### src/rtl/sky130_gpio_pad_ctrl.sv
// Core-side controller for one sky130 GPIOv2 pad: control register file, input synchronizer,
// glitch filter (enabled by GPIO_PAD_CTRL_FILTER_EN), edge flags and level interrupt.
module sky130_gpio_pad_ctrl #(
  parameter int DW     = 16,
  parameter int FILT_W = 8
) (
  input  logic          clk,
  input  logic          reset,
  input  logic          wr_en,
  input  logic          rd_en,
  input  logic [1:0]    addr,
  input  logic [DW-1:0] wdata,
  output logic [DW-1:0] rdata,
  output logic          irq,
  input  logic          pad_in,
  output logic          pad_out,
  output logic          pad_oe_n,
  output logic          pad_inp_dis,
  output logic [2:0]    pad_dm,
  output logic          pad_slow,
  output logic          pad_vtrip_sel,
  output logic          pad_ib_mode_sel
);

  localparam logic [8:0] CTRL_RST = 9'h008;  // dm = 3'b001, everything else off

  logic [8:0]    ctrl_q, ctrl_d;
  logic          sync1_q, sync1_d, sync2_q, sync2_d;
  logic          filt_q, filt_d;
  logic          rise_q, rise_d, fall_q, fall_d;
  logic [1:0]    irq_en_q, irq_en_d;
  logic [DW-1:0] rdata_q, rdata_d;
  logic          wr_ctrl, wr_stat, wr_irqen;
  logic          unused_wdata;

`ifdef GPIO_PAD_CTRL_FILTER_EN
  logic [FILT_W-1:0] cnt_q, cnt_d, filt_len_q, filt_len_d;
  logic              wr_filt;
`endif

  assign unused_wdata = ^wdata;

  always_comb begin
    wr_ctrl  = wr_en && (addr == 2'd0);
    wr_stat  = wr_en && (addr == 2'd1);
    wr_irqen = wr_en && (addr == 2'd2);
    ctrl_d   = wr_ctrl  ? wdata[8:0] : ctrl_q;
    irq_en_d = wr_irqen ? wdata[1:0] : irq_en_q;
    sync1_d  = pad_in;
    sync2_d  = sync1_q;

`ifdef GPIO_PAD_CTRL_FILTER_EN
    wr_filt    = wr_en && (addr == 2'd3);
    filt_len_d = wr_filt ? wdata[FILT_W-1:0] : filt_len_q;
    filt_d     = filt_q;
    cnt_d      = cnt_q;
    if (sync2_q == filt_q) begin
      cnt_d = '0;
    end else if (cnt_q == filt_len_q) begin
      filt_d = sync2_q;
      cnt_d  = '0;
    end else begin
      cnt_d = cnt_q + FILT_W'(1);
    end
`else
    filt_d = sync2_q;
`endif

    // A new edge event beats a W1C hitting the same flag.
    rise_d = (filt_d & ~filt_q) | (rise_q & ~(wr_stat & wdata[1]));
    fall_d = (~filt_d & filt_q) | (fall_q & ~(wr_stat & wdata[2]));

    rdata_d = rdata_q;
    if (rd_en) begin
      case (addr)
        2'd0:    rdata_d = DW'(ctrl_q);
        2'd1:    rdata_d = DW'({fall_q, rise_q, filt_q});
        2'd2:    rdata_d = DW'(irq_en_q);
`ifdef GPIO_PAD_CTRL_FILTER_EN
        default: rdata_d = DW'(filt_len_q);
`else
        default: rdata_d = '0;
`endif
      endcase
    end
  end

  always_ff @(posedge clk or posedge reset) begin
    if (reset) begin
      ctrl_q   <= CTRL_RST;
      sync1_q  <= 1'b0;
      sync2_q  <= 1'b0;
      filt_q   <= 1'b0;
      rise_q   <= 1'b0;
      fall_q   <= 1'b0;
      irq_en_q <= '0;
      rdata_q  <= '0;
    end else begin
      ctrl_q   <= ctrl_d;
      sync1_q  <= sync1_d;
      sync2_q  <= sync2_d;
      filt_q   <= filt_d;
      rise_q   <= rise_d;
      fall_q   <= fall_d;
      irq_en_q <= irq_en_d;
      rdata_q  <= rdata_d;
    end
  end

`ifdef GPIO_PAD_CTRL_FILTER_EN
  always_ff @(posedge clk or posedge reset) begin
    if (reset) begin
      cnt_q      <= '0;
      filt_len_q <= '0;
    end else begin
      cnt_q      <= cnt_d;
      filt_len_q <= filt_len_d;
    end
  end
`endif

  assign pad_out         = ctrl_q[0];
  assign pad_oe_n        = ~ctrl_q[1];
  assign pad_inp_dis     = ~ctrl_q[2];
  assign pad_dm          = ctrl_q[5:3];
  assign pad_slow        = ctrl_q[6];
  assign pad_vtrip_sel   = ctrl_q[7];
  assign pad_ib_mode_sel = ctrl_q[8];
  assign rdata           = rdata_q;
  assign irq             = (rise_q & irq_en_q[0]) | (fall_q & irq_en_q[1]);

endmodule

### config.mk
export PLATFORM = sky130hd
export DESIGN_NAME = sky130_gpio_pad_ctrl
export DESIGN_NICKNAME = d
export VERILOG_FILES = /design/src/rtl/sky130_gpio_pad_ctrl.sv
export SDC_FILE = /design/constraint.sdc
export NUM_CORES = 1
export LEC_CHECK = 0
export CORE_MARGIN = 2
export CORE_UTILIZATION = 41
export DETAILED_ROUTE_END_ITERATION = 8
export PLACE_DENSITY = 0.78
export SYNTH_ARGS = -nofsm -noshare
export SYNTH_HDL_FRONTEND = slang
export SYNTH_SLANG_ARGS = --single-unit
### constraint.sdc
create_clock -name clk -period 1.38 [get_ports clk]
set_clock_uncertainty 0.1 [all_clocks]
set_input_delay 0.138 -clock clk [delete_from_list [all_inputs] [get_ports clk]]
set_output_delay 0.138 -clock clk [all_outputs]
set_load 0.02 [all_outputs]
### Yosys cells after proc, flatten, opt, wreduce, memory -nomap -nowiden

Index checks and enable logic that the tools add are counted.
W data, S select, Z words.

* add/subtract/negate cells: 0
* multiply operators: 0
* div/mod/pow operators: 0
* $lt $le $gt $ge: 0
* equality and inequality tests: 2
* shift operators: 0
* muxes and demuxes: 1
* bitwise operators: 17
* reduce and logical (&&, ||, !) cells: 4

Operators by type and width (count)
* $pmux W9 S3: 1
* $and A1 B1 Y1: 8
* $not A1 Y1: 6
* $logic_and A1 B1 Y1: 3
* $or A1 B1 Y1: 3
* $eq A2 B1 Y1 const B: 1
* $eq A2 B2 Y1 const B: 1
* $logic_not A2 Y1: 1

* flip-flop bits (word level): 32
* bits in latches: 0
* bits in writable memories: 0
* bits in read-only memories: 0
* output and inout port bits: 26
* logic and storage cells: 32
* memories: 0

### Depth between registers and ports, before layout

Gate-level depths: netlist of the first run.

* depth in word-level cells: 6
* mapped depth: 5
* gate-level depth less buffers: 3

### Least setup slack after synthesis of the first run

OpenSTA, ideal clock, no wires.

* path type: input -> register
* start point: input port addr[1]
* end point: register ctrl_q[0]
* library setup time: 125 ps
* arrival time: 1017 ps
* setup slack: 137 ps
* stages on the path: 5
* buffers on the path: 2
* cells stage by stage: buf_2 nor2_4 and2_4 buf_6 mux2_4

* longest elaborated chain between the ends: 2

Ends and longest elaborated chain
* from (decl): line 11 `input logic [1:0] addr,`
* $logic_not A2 Y1: line 44 `wr_ctrl = wr_en && (addr == 2'd0);`
* $logic_and A1 B1 Y1: line 44
* to (signal assigned): line 99 `ctrl_q <= ctrl_d;`
* to (decl): line 27 `logic [8:0] ctrl_q, ctrl_d;`

No other way between the ends.
A chain may end at the register's enable or synchronous reset.

### Final worst setup path of the first run

* start point: register irq_en_q[0]
* end point: output port irq

* longest elaborated chain between the ends: 2

Ends and longest elaborated chain
* from (decl): line 31 `logic [1:0] irq_en_q, irq_en_d;`
* from (signal assigned): line 105 `irq_en_q <= irq_en_d;`
* $and A1 B1 Y1: line 130 `assign irq = (rise_q & irq_en_q[0]) | (fall_q & irq_en_q[1]);`
* $or A1 B1 Y1: line 130
* to (decl): line 14 `output logic irq,`

No other way between the ends.

==> results of run 1 <==
==> worst paths after layout <==
path	start	endpoint	slack (ns)	depth (start not counted)
setup / recovery	irq_en_q[0]	irq	0.03	2
hold reg to reg	sync1_q	filt_d	0.27	0
min in group clk	pad_in	sync1_q	0.14	1
max in group asynchronous	reset	ctrl_q[3]	0.93	3
setup reg to reg	irq_en_q[0]	rdata[0]	0.24	4
hold / removal	reset	ctrl_q[6]	0.03	3
==> sequential cells by signal, indices dropped and copies added (netlist names) <==
register	flops
fall_q	1
filt_q	1
rise_q	1
filt_d	1
ctrl_q	9
sync1_q	1
rdata	9
irq_en_q	2
==> final cells by class <==
| class | count | area [µm²] |
|---|---|---|
| Tap cell | 31 | 38.8 |
| Timing Repair Buffer | 44 | 400 |
| Inverter | 11 | 41.3 |
| Clock buffer | 3 | 22.5 |
| Fill cell | 254 | 1170 |
| Clock inverter | 1 | 5.00 |
| Sequential cell | 25 | 627 |
| Multi-Input combinational cell | 54 | 404 |
==> where the power goes <==
part	switching, mW	internal (mW)	total (mW)	leakage [nW]
sequential	0.0656	0.834	0.899	0.300
clock	0.212	0.108	0.321	0.0177
combinational	0.259	0.279	0.538	0.434
total	0.537	1.22	1.76	0.752
==> critical path: stages, from the launching register on <==
cell	delay (ns)
dfrtp_1	0.41
a22o_1	0.26
buf_6	0.14
==> through the flow <==
stage	setup TNS, ns	util, %	setup slack [ns]	hold slack [ns]	cells
after floorplan	0	-	0.137	0.0646	104
after global placement	-2.59	56.8	-0.180	0.232	165
after detailed placement	-2.97	56.8	-0.209	0.244	165
after CTS	0	56.9	0.00116	0.0303	169
after global routing	-0.0199	56.8	-0.0199	0.0439	169
final	0	56.8	0.0297	0.0319	169
==> logic make-up (layout without fill, tap and decap cells) <==
group           after synthesis  count (layout)  share of synthesized area [%]
other cells                   1               7                          0.326
compound gates               14              14                           6.86
simple gates                 18              18                           8.72
buf+inv                      25              59                           12.2
mux                          15              15                           17.3
flops                        25              25                           54.6
==> repair_timing <==
item	in CTS	in global routing
pin swaps	0	1
gates resized for setup	24	6
hold endpoints to repair	0	0
setup endpoints to repair	19	4
setup buffers	0	0
==> layer usage <==
| metal | vias up | global-route usage, % | share of wire [%] |
|---|---|---|---|
| met5 | - | 0 | 0 |
| met4 | 0 | 4.98 | 0.80 |
| met3 | 2 | 2.95 | 6.9 |
| met2 | 31 | 23.0 | 49 |
| met1 | 366 | 17.1 | 44 |
| li1 | 386 | - | - |
==> cell usage in the layout (no fill, tap or decap), types with 3 or more instances in the layout <==
| master | instances |
|---|---|
| mux2_2 | 3 |
| o21ai_0 | 10 |
| buf_4 | 9 |
| inv_1 | 11 |
| mux2i_1 | 3 |
| nand3_1 | 6 |
| dlygate4sd2_1 | 15 |
| dfrtp_1 | 24 |
| nand2_1 | 3 |
| clkbuf_4 | 3 |
| mux2_4 | 9 |
| conb_1 | 7 |
| nor2_1 | 3 |
| clkdlybuf4s50_1 | 15 |
==> out/metrics.cfg, run 1 <==
[place]
dpl-instance-area_um2=1540
globalplace.congestion=0.795
hpwl_mm=1.62
port_buffers=34

[synth]
synth_edf_count=0
yosys_most_used_dff=dfrtp_1
syn_area_um2=1150
synth_top_cell_by_area=dfrtp_1
synth_area_leaders=dfrtp_1 (52%), mux2_4 (12%), buf_4 (6.5%), o21ai_0 (4.4%), inv_1 (3.6%)
ys_seq_elements=25
syn_inst=98
yosysWarnings=0
ys_types=25
ys_seq_area_share_pct=54.6
synth_common_cells=dfrtp_1 (24), inv_1 (11), buf_4 (10), o21ai_0 (10), mux2_4 (9)
synth_top_cell_area_share_pct=52.3
async_reset_ff_share_pct=100
avgSynthCellArea_um2=11.7
yosysMostFrequentCell=dfrtp_1

[setup_path]
crit_type=flip-flop to primary output
crit_required_ns=1.14
arrival_ns=1.11
critPathMaxFanout=2
startpoint_type=flip-flop
end_kind=primary output

[power]
report.power.total_mw=1.76
p_per_area_nw_per_um2=1140
p_leak_nw=0.752
irDropWorstVdd_mv=0.772

[job]
maxCapViolations=0

[grt]
grt_pass1_wl_mm=3.43
grt_max_degree=26
grt_pass1_vias=773
overflow=0
grt_usage_pct=13.6
antenna_found_initial=0

[clock_tree]
cts-root-buf=clkbuf_4
htreeDepth=1
cts_buffers=3
clock_latency_ns=0.31
cts_buffer_depth=2
hold_buffers=0
tritoncts=done
path_clk_slew_ns=0.13
numClockSinks=25

[die]
die_area_um2=3240
rows=19
die_height_um=56.9
core-area_um2=2710
top_level_ports=49
start_util_pct=42.4
die_x_um=56.9

[route]
dr.first_iter.drc_count=6
drc=0
drtAntennaViolNets=0
routed_wl_mm=2.12
vias=785
vias_per_cell=4.64
wire_per_inst_um=12.5
drt-pass1-iter-count=4

[timing]
drv_slew=0
rsz0062_at_grt=yes
post-route-period-util_pct=97.9
hold_viol=0
setup_viol_count_final=0
period_needed_ns=1.35
max_freq_ghz=0.741

[finish]
area_delta_synth_final_pct=34.0
final_nets=162
drive_gt1_share_pct=23.9
fin_area_um2=1540
diodes=0

[outcome]
outcome=finished clean

[hold_path]
hold_path_class=input port to async pin

Power figures use the tool's default switching activity.
==> run 2: changes to the inputs <==
--- a/config.mk
+++ b/config.mk
@@ -5,6 +5,7 @@
 export SDC_FILE = /design/constraint.sdc
 export NUM_CORES = 1
 export LEC_CHECK = 0
+export CAP_MARGIN = 20
 export CORE_MARGIN = 2
 export CORE_UTILIZATION = 41
 export DETAILED_ROUTE_END_ITERATION = 8
==> results of run 2 <==
Final layout, timing and power as in run 1 (identical DEF).
